===== src/rtl/audio_clkgen_if.sv =====
// Signal bundle for the audio clock generator: run/mode controls in, clocks, strobes and
// frame position out, plus the FSM state for observation.
interface audio_clkgen_if #(
    parameter int W         = 9,
    parameter int SLOT_LOG2 = 1
);
    // en/mode are level controls sampled on every rising clock edge; no handshake, and
    // every output is valid for the whole cycle that follows the edge that produced it.
    logic                 en;
    logic [1:0]           mode;
    logic                 mclk;
    logic                 sclk;
    logic                 lrck;
    logic [W-1:0]         seq;
    logic [SLOT_LOG2-1:0] slot;
    logic                 bit_stb;
    logic                 frame_stb;
    logic                 busy;
    logic [1:0]           state;

    modport master (
        output en, mode,
        input  mclk, sclk, lrck, seq, slot, bit_stb, frame_stb, busy, state
    );

    modport slave (
        input  en, mode,
        output mclk, sclk, lrck, seq, slot, bit_stb, frame_stb, busy, state
    );
endinterface


===== src/rtl/audio_clkgen.sv =====
// Audio clock generator: one free-running frame counter produces mclk, sclk, lrck and
// strobes; a drain state lets the last frame finish cleanly after en drops.
module audio_clkgen #(
    parameter int MCLK_BIT       = 0,
    parameter int SCLK_BIT       = 2,
    parameter int SLOT_BITS_LOG2 = 5,
    parameter int SLOT_LOG2      = 1
) (
    input  logic       i_clock,
    input  logic       i_reset,
    audio_clkgen_if.slave bus
);
    localparam int W = SCLK_BIT + 1 + SLOT_BITS_LOG2 + SLOT_LOG2;
    localparam logic [W-1:0] LEAD = W'(1) << (SCLK_BIT + 1);

    typedef enum logic [1:0] {
        S_IDLE  = 2'd0,
        S_RUN   = 2'd1,
        S_DRAIN = 2'd2
    } state_t;

    state_t         r_state;
    state_t         w_state_nxt;
    logic [W-1:0]   r_seq;
    logic [W-1:0]   w_seq_nxt;
    logic [1:0]     r_mode_q;
    logic [1:0]     w_mode_nxt;
    logic           w_wrap;
    logic           w_running;
    logic [W-1:0]   w_seq_lead;
    logic           w_lrck;

    logic                 r_mclk;
    logic                 r_sclk;
    logic                 r_lrck;
    logic [SLOT_LOG2-1:0] r_slot;
    logic                 r_bit_stb;
    logic                 r_frame_stb;

    assign w_wrap     = (r_seq == {W{1'b1}});
    assign w_running  = (r_state != S_IDLE);
    assign w_seq_lead = r_seq + LEAD;

    always_comb begin
        w_state_nxt = r_state;
        w_seq_nxt   = r_seq;
        w_mode_nxt  = r_mode_q;
        case (r_state)
            S_IDLE: begin
                w_seq_nxt = '0;
                if (bus.en) begin
                    w_state_nxt = S_RUN;
                    w_mode_nxt  = bus.mode;
                end
            end
            S_RUN: begin
                w_seq_nxt = r_seq + 1'b1;
                // A new format only ever starts on a frame boundary.
                if (w_wrap) w_mode_nxt = bus.mode;
                if (!bus.en) w_state_nxt = S_DRAIN;
            end
            S_DRAIN: begin
                w_seq_nxt = r_seq + 1'b1;
                if (bus.en) begin
                    w_state_nxt = S_RUN;
                end else if (w_wrap) begin
                    w_state_nxt = S_IDLE;
                    w_seq_nxt   = '0;
                end
            end
            default: begin
                w_state_nxt = S_IDLE;
                w_seq_nxt   = '0;
            end
        endcase
    end

    // Mode 1 leads mode 0 by one sclk period; mode 2 is a one-sclk pulse at frame start.
    always_comb begin
        w_lrck = r_seq[W-1];
        case (r_mode_q)
            2'd1:    w_lrck = w_seq_lead[W-1];
            2'd2:    w_lrck = (r_seq[W-1:SCLK_BIT+1] == '0);
            default: w_lrck = r_seq[W-1];
        endcase
    end

    always_ff @(posedge i_clock) begin
        if (!i_reset) begin
            r_state     <= S_IDLE;
            r_seq       <= '0;
            r_mode_q    <= 2'd0;
            r_mclk      <= 1'b0;
            r_sclk      <= 1'b0;
            r_lrck      <= 1'b0;
            r_slot      <= '0;
            r_bit_stb   <= 1'b0;
            r_frame_stb <= 1'b0;
        end else begin
            r_state  <= w_state_nxt;
            r_seq    <= w_seq_nxt;
            r_mode_q <= w_mode_nxt;
            // Outputs follow the counter of the previous cycle, so the final drain frame
            // still emits its last position before everything returns to zero.
            if (w_running) begin
                r_mclk      <= r_seq[MCLK_BIT];
                r_sclk      <= r_seq[SCLK_BIT];
                r_lrck      <= w_lrck;
                r_slot      <= r_seq[W-1 -: SLOT_LOG2];
                r_bit_stb   <= (r_seq[SCLK_BIT:0] == '1);
                r_frame_stb <= (r_seq == '0);
            end else begin
                r_mclk      <= 1'b0;
                r_sclk      <= 1'b0;
                r_lrck      <= 1'b0;
                r_slot      <= '0;
                r_bit_stb   <= 1'b0;
                r_frame_stb <= 1'b0;
            end
        end
    end

    assign bus.mclk      = r_mclk;
    assign bus.sclk      = r_sclk;
    assign bus.lrck      = r_lrck;
    assign bus.seq       = r_seq;
    assign bus.slot      = r_slot;
    assign bus.bit_stb   = r_bit_stb;
    assign bus.frame_stb = r_frame_stb;
    assign bus.busy      = w_running;
    assign bus.state     = r_state;
endmodule


===== src/flat_wrapper.sv =====
// flat-port wrapper written by rule: the top's interface ports become plain ports
module audio_clkgen_flat 
#(
    parameter int MCLK_BIT       = 0,
    parameter int SCLK_BIT       = 2,
    parameter int SLOT_BITS_LOG2 = 5,
    parameter int SLOT_LOG2      = 1
)
  (i_clock, i_reset, bus_en, bus_mode, bus_mclk, bus_sclk, bus_lrck, bus_seq, bus_slot, bus_bit_stb, bus_frame_stb, bus_busy, bus_state);
  audio_clkgen_if #(.W(9), .SLOT_LOG2(SLOT_LOG2)) bus_i ();
  input  logic i_clock;
  input  logic i_reset;
  input wire logic [$bits(bus_i.en)-1:0] bus_en;
  input wire logic [$bits(bus_i.mode)-1:0] bus_mode;
  output wire logic [$bits(bus_i.mclk)-1:0] bus_mclk;
  output wire logic [$bits(bus_i.sclk)-1:0] bus_sclk;
  output wire logic [$bits(bus_i.lrck)-1:0] bus_lrck;
  output wire logic [$bits(bus_i.seq)-1:0] bus_seq;
  output wire logic [$bits(bus_i.slot)-1:0] bus_slot;
  output wire logic [$bits(bus_i.bit_stb)-1:0] bus_bit_stb;
  output wire logic [$bits(bus_i.frame_stb)-1:0] bus_frame_stb;
  output wire logic [$bits(bus_i.busy)-1:0] bus_busy;
  output wire logic [$bits(bus_i.state)-1:0] bus_state;
  assign bus_i.en = bus_en;
  assign bus_i.mode = bus_mode;
  assign bus_mclk = bus_i.mclk;
  assign bus_sclk = bus_i.sclk;
  assign bus_lrck = bus_i.lrck;
  assign bus_seq = bus_i.seq;
  assign bus_slot = bus_i.slot;
  assign bus_bit_stb = bus_i.bit_stb;
  assign bus_frame_stb = bus_i.frame_stb;
  assign bus_busy = bus_i.busy;
  assign bus_state = bus_i.state;
  audio_clkgen #(.MCLK_BIT(MCLK_BIT), .SCLK_BIT(SCLK_BIT), .SLOT_BITS_LOG2(SLOT_BITS_LOG2), .SLOT_LOG2(SLOT_LOG2)) u_core (.i_clock(i_clock), .i_reset(i_reset), .bus(bus_i));
endmodule

===== config.mk =====
export PLATFORM = sky130hd
export DESIGN_NAME = audio_clkgen_flat
export DESIGN_NICKNAME = d
export VERILOG_FILES = /design/src/rtl/audio_clkgen_if.sv /design/src/rtl/audio_clkgen.sv /design/src/flat_wrapper.sv
export SDC_FILE = /design/constraint.sdc
export NUM_CORES = 1
export LEC_CHECK = 0
export BUFFER_PORTS_ARGS = -buffer_cell sky130_fd_sc_hd__buf_4
export CAP_MARGIN = 0
export CORE_ASPECT_RATIO = 1.4
export CORE_MARGIN = 2
export CORE_UTILIZATION = 45
export CTS_CLUSTER_SIZE = 24
export DETAILED_ROUTE_END_ITERATION = 16
export HOLD_SLACK_MARGIN = 0.08
export PLACE_DENSITY = 0.69
export REMOVE_ABC_BUFFERS = 1
export SYNTH_ARGS = -nofsm -noshare
export SYNTH_HDL_FRONTEND = slang
export SYNTH_SLANG_ARGS = --single-unit

===== constraint.sdc =====
create_clock -name i_clock -period 2.3 [get_ports i_clock]
set_clock_uncertainty 0.15 [all_clocks]
set_input_delay 0.23 -clock i_clock [delete_from_list [all_inputs] [get_ports i_clock]]
set_output_delay 0.23 -clock i_clock [all_outputs]
set_load 0.03 [all_outputs]

# Yosys cells after proc, flatten, opt, wreduce, memory -nomap -nowiden
# Index checks and enable logic that the tools add are counted.
dict set report totals {
  wordCells 41
  output_inout_bits 18
  ff_bits 19
}
dict set report op_classes {
  n_reduce_logical 8
  add_sub_neg 2
  n_mux 12
  eq_ne 10
}
# op count
set op_table {}
lappend op_table {{two-way mux 9 bit} 2}
lappend op_table {{one-hot mux 9 bit (2 select lines)} 1}
lappend op_table {{two-way mux 2 bit} 6}
lappend op_table {{adder 9 x 1 -> 9 bit (second input constant)} 1}
lappend op_table {{adder 9 x 4 -> 9 bit (second input constant)} 1}
lappend op_table {{== test 9 bit (second input constant)} 1}
lappend op_table {{zero test 9 bit} 1}
lappend op_table {{zero test 6 bit} 1}
lappend op_table {{one-hot mux 2 bit (3 select lines)} 1}
lappend op_table {{AND reduction 3 bit} 2}
lappend op_table {{== test 2 x 1 -> 1 bit (second input constant)} 2}
lappend op_table {{== test 2 bit (second input constant)} 2}
lappend op_table {{inequality test 2 bit (second input constant)} 2}
lappend op_table {{one-hot mux 2 bit (2 select lines)} 1}
lappend op_table {{nonzero test 2 bit} 2}
lappend op_table {{== test 3 bit (second input constant)} 1}
lappend op_table {{inequality test 3 x 2 -> 1 bit (second input constant)} 1}
lappend op_table {{zero test 2 bit} 1}
lappend op_table {{inequality test 2 x 1 -> 1 bit (second input constant)} 1}
lappend op_table {{one-hot mux 1 bit (2 select lines)} 1}
lappend op_table {{AND reduction 2 bit} 1}

# Longest topological paths before layout
dict set report logic_depth {
  word_depth 4
  ltp_mapped 8
  ltp_nobuf 8
}

# Worst setup path before layout
# No wires, ideal clock.
dict set report synth_path {
  path_kind {reg-to-reg}
  from {register u_core.r_seq[3] (netlist: u_core.bus.seq[3])}
  to {register u_core.r_seq[3] (netlist: u_core.bus.seq[3])}
  path_stages_with_launch 9
  arrival_ns 1.664
  setup_time_ns 0.120
  required_time_ns 2.030
  setup_slack_ns 0.366
  period_less_slack_ns 1.934
  path_cell_list {dfxtp_1 and3_1 nand3_1 nor2_1 ha_1 inv_1 o21ai_0 a21o_1 nor2_1}
}
dict set report synth_between {
  elab_chain_cells 4
  word_cells_on_any_way 5
  cone_classes {1 x add/sub; 1 x eq/ne; 3 x mux}
}
# element line_no
set synth_rtl {}
lappend synth_rtl {{start, declared} audio_clkgen.sv:24} ;# logic [W-1:0] r_seq;
lappend synth_rtl {{start signal, assigned} audio_clkgen.sv:101} ;# r_seq <= w_seq_nxt;
lappend synth_rtl {{adder 9 x 1 -> 9 bit or == test 9 bit (tied branches)} {audio_clkgen.sv:57, audio_clkgen.sv:63, audio_clkgen.sv:40}}
lappend synth_rtl {{two-way mux 9 bit} audio_clkgen.sv:66} ;# end else if (w_wrap) begin
lappend synth_rtl {{two-way mux 9 bit} audio_clkgen.sv:64} ;# if (bus.en) begin
lappend synth_rtl {{one-hot mux 9 bit (2 select lines) *} audio_clkgen.sv:48} ;# case (r_state)
# Mark *: on every way between the ends. The rest lies on a longest branch, timed or not.
# A chain may end at the register's enable or synchronous reset.

# Worst setup path in the final report
dict set report layout_path {
  from {register u_core.r_seq[5] (netlist: u_core.bus.seq[5])}
  to {register u_core.r_state[1] (netlist: u_core.bus.state[1])}
}
dict set report layout_between {
  elab_chain_cells 3
}
# element line_no
set layout_rtl {}
lappend layout_rtl {{== test 9 bit} audio_clkgen.sv:40} ;# assign w_wrap = (r_seq == {W{1'b1}});
lappend layout_rtl {{inequality test 3 x 2 -> 1 bit (no source line)} --}
lappend layout_rtl {{AND reduction 3 bit (no source line)} --}
lappend layout_rtl {{end signal, assigned} audio_clkgen.sv:100} ;# r_state <= w_state_nxt;
lappend layout_rtl {{end, declared} audio_clkgen.sv:22} ;# state_t r_state;
# No other way between the ends.

==> impl_metrics.tcl <==
set metrics [dict create \
    grt_pass1_wl_mm 2.75 \
    ff2ff_path_depth 8 \
    first_pass_iters 3 \
    fin_nets 144 \
    regToRegEndpoint "u_core.bus.state[1]$_SDFFE_PN0P_" \
    avgRoutedWirePerCell_um 10.8 \
    htree_num_levels 1 \
    die_x_um 42.1 \
    numCtsBuffers 3 \
    synth_most_common_cell "dfxtp_1" \
    wirelength_mm 1.61 \
    drt_iter0_drc 30 \
    slew_viol_final 0 \
    period_share 0.829 \
    cp-start-kind "register" \
    grt_pass1_vias 672 \
    seq_area_frac_synth 0.417 \
    fmax_mhz 524 \
    reg2reg_slack_ns 0.39 \
    insertion_delay_ns 0.29 \
    fin_util 0.596 \
    setup_viol 0 \
    clk_pin_slew_ns 0.11 \
    crit_type "reg2reg" \
    clockRootBuffer "clkbuf_4" \
    drtAntennaViolNets 0 \
    max_slew.worst_pin.slew_ns 0.381 \
    post_cts_buffers 0 \
    synth_top_area_frac 0.417 \
    grt-ovfl-total 0 \
    boundaryPins 23 \
    ys_ff_latch 19 \
    core_area_um2 1950 \
    cts_tree "yes" \
    post-place-ws_ns 0.428 \
    synthArstFlopShare 0 \
    area_growth_pct 27.3 \
    dieArea_um2 2410 \
    p_leak_nw 0.533 \
    drive_above_1_share 0.258 \
    cts-resized-gates 0 \
    tns_ns 0 \
    status "finished, final reports clean" \
    place_inst 142 \
    worstHoldStart "bus_en" \
    critPathRequiredTime_ns 2.40 \
    vias 754 \
    rows 19 \
    arrival_ns 2.01 \
    end_kind "register" \
    vias_per_cell 5.06 \
    drc 0 \
    netlist_instances 99 \
    fin_cells 149 \
    antenna_found_initial 0 \
    holdPathStages 3 \
    grt_start_max_net_pins 12 \
    irDropWorstVdd_mv 0.394 \
    cts_max_path_buffers 2 \
    synth_edf_count 0 \
    yosysUniqueCellTypes 25 \
    rsz0062_at_grt "false" \
    ys_top_cells_by_count "dfxtp_1, nor2_1, inv_1" \
    n_antenna_cell 0 \
    hp-class "in2reg" \
    hold_end "u_core.bus.state[0]$_SDFFE_PN0P_" \
    dpl.hpwl_mm 1.18 \
    hold_ws_ns 0.115 \
    yosys.area.top_type "dfxtp_1" \
    power.density_nw_per_um2 530 \
    die_h_um 57.3 \
    synth.avg_cell_area_um2 9.21 \
    fillCellCount 201 \
    grt_usage 0.146 \
    r2r-start "u_core.bus.seq[5]$_SDFF_PN0_" \
    start_util 0.468 \
    syn_area_um2 912 \
    hold_viol 0 \
    cts.sinks 19 \
    path_max_fanout 5 \
    slew_headroom 0.744 \
    gp_congestion 0.776 \
    cap_violations 0 \
    io_buffers 22 \
    ys_dominant_reg_cell "dfxtp_1" \
    setup_slack_ns 0.393 \
    ys_top_cells_by_area "dfxtp_1, ha_1, nor2_1" \
    synth_warnings 0 \
    min_period_ns 1.91 \
]
==> cell usage in the layout, fill, tap and decap left out, drive strengths merged, types with 4 or more instances in the layout <==
| cell type | n |
|---|---|
| nand3 | 5 |
| dfxtp | 19 |
| and2 | 4 |
| nor2 | 13 |
| ha | 10 |
| nand2 | 6 |
| inv | 11 |
| buf | 22 |
| mux2i | 4 |
==> worst max-delay path by stage <==
stage | start | to | slack, ns | cells after the start
after floorplan | u_core.bus.seq[3]$_SDFF_PN0_ | u_core.bus.seq[3]$_SDFF_PN0_ | 0.37 | 8
after global placement | u_core.bus.seq[5]$_SDFF_PN0_ | u_core.bus.seq[4]$_SDFF_PN0_ | 0.46 | 8
after detailed placement | u_core.bus.seq[3]$_SDFF_PN0_ | u_core.bus.seq[5]$_SDFF_PN0_ | 0.43 | 8
after CTS | u_core.bus.seq[3]$_SDFF_PN0_ | u_core.bus.seq[5]$_SDFF_PN0_ | 0.39 | 8
after global routing | u_core.bus.seq[3]$_SDFF_PN0_ | u_core.bus.seq[5]$_SDFF_PN0_ | 0.21 | 8
final | u_core.bus.seq[5]$_SDFF_PN0_ | u_core.bus.state[1]$_SDFFE_PN0P_ | 0.39 | 8
==> stage by stage <==
stage,instance area (um2),power (mW)
final,1160,0.616
after CTS,1160,0.622
after global routing,1160,0.647
after detailed placement,1100,0.452
after global placement,1100,0.451
after floorplan,912,0.420
==> area by class of cell <==
class / instances / area (um2) / share of cell area
clock buffer: 3 / 22.5 / 0.0194
clock inverter: 1 / 5.00 / 0.00431
inverter: 11 / 41.3 / 0.0356
multi-input combinational: 69 / 490 / 0.422
sequential: 19 / 380 / 0.328
tap: 21 / 26.3 / 0.0226
timing repair buffer: 25 / 195 / 0.168
==> worst max-delay path: stages, from the launching register on <==
cell and delay (ns):
dfxtp_1 0.45, and3_1 0.21, nand3_1 0.13, nor2_1 0.11, ha_1 0.14, inv_1 0.08, a211oi_1 0.30, and3_1 0.20
a31o_2 0.09
==> power breakdown <==
group          internal [mW]  switching [mW]  leakage (nW)  total, mW
sequential             0.338         0.00777         0.154      0.345
clock                 0.0647           0.103        0.0177      0.168
combinational         0.0450          0.0576         0.362      0.103
total                  0.447           0.169         0.533      0.616
==> flip-flops by register name, summed over array words and instances (netlist names) <==
| signal | count |
|---|---|
| u_core.bus.frame_stb | 1 |
| u_core.bus.bit_stb | 1 |
| u_core.bus.sclk | 1 |
| u_core.bus.seq | 9 |
| u_core.bus.slot | 1 |
| u_core.r_mode_q | 2 |
| u_core.bus.mclk | 1 |
| u_core.bus.state | 2 |
| u_core.bus.lrck | 1 |
==> metal layers <==
layer,vias to the layer above,GRT usage,routed length (um),part of all wire
met5,-,0,0,0
met4,0,0.0536,26,0.016
met3,4,0.0285,57,0.035
met2,14,0.257,791,0.49
met1,347,0.175,739,0.46
li1,389,-,-,-
==> what timing repair did <==
action,4_1_cts,5_1_grt
hold buffers,3,0
endpoints found under the hold margin,3,0
setup endpoints to repair,0,0
==> cells by family after synthesis <==
logic type | Yosys count | synth area share
DFF | 19 | 0.417
buffers and inverters | 11 | 0.0453
adders and majority gates | 10 | 0.137
muxes | 4 | 0.0439
AOI/OAI and AO/OA | 12 | 0.0974
and+or+nand+nor | 38 | 0.211
xor gates and xnor gates | 5 | 0.0480
Power figures use the tool's default switching activity.
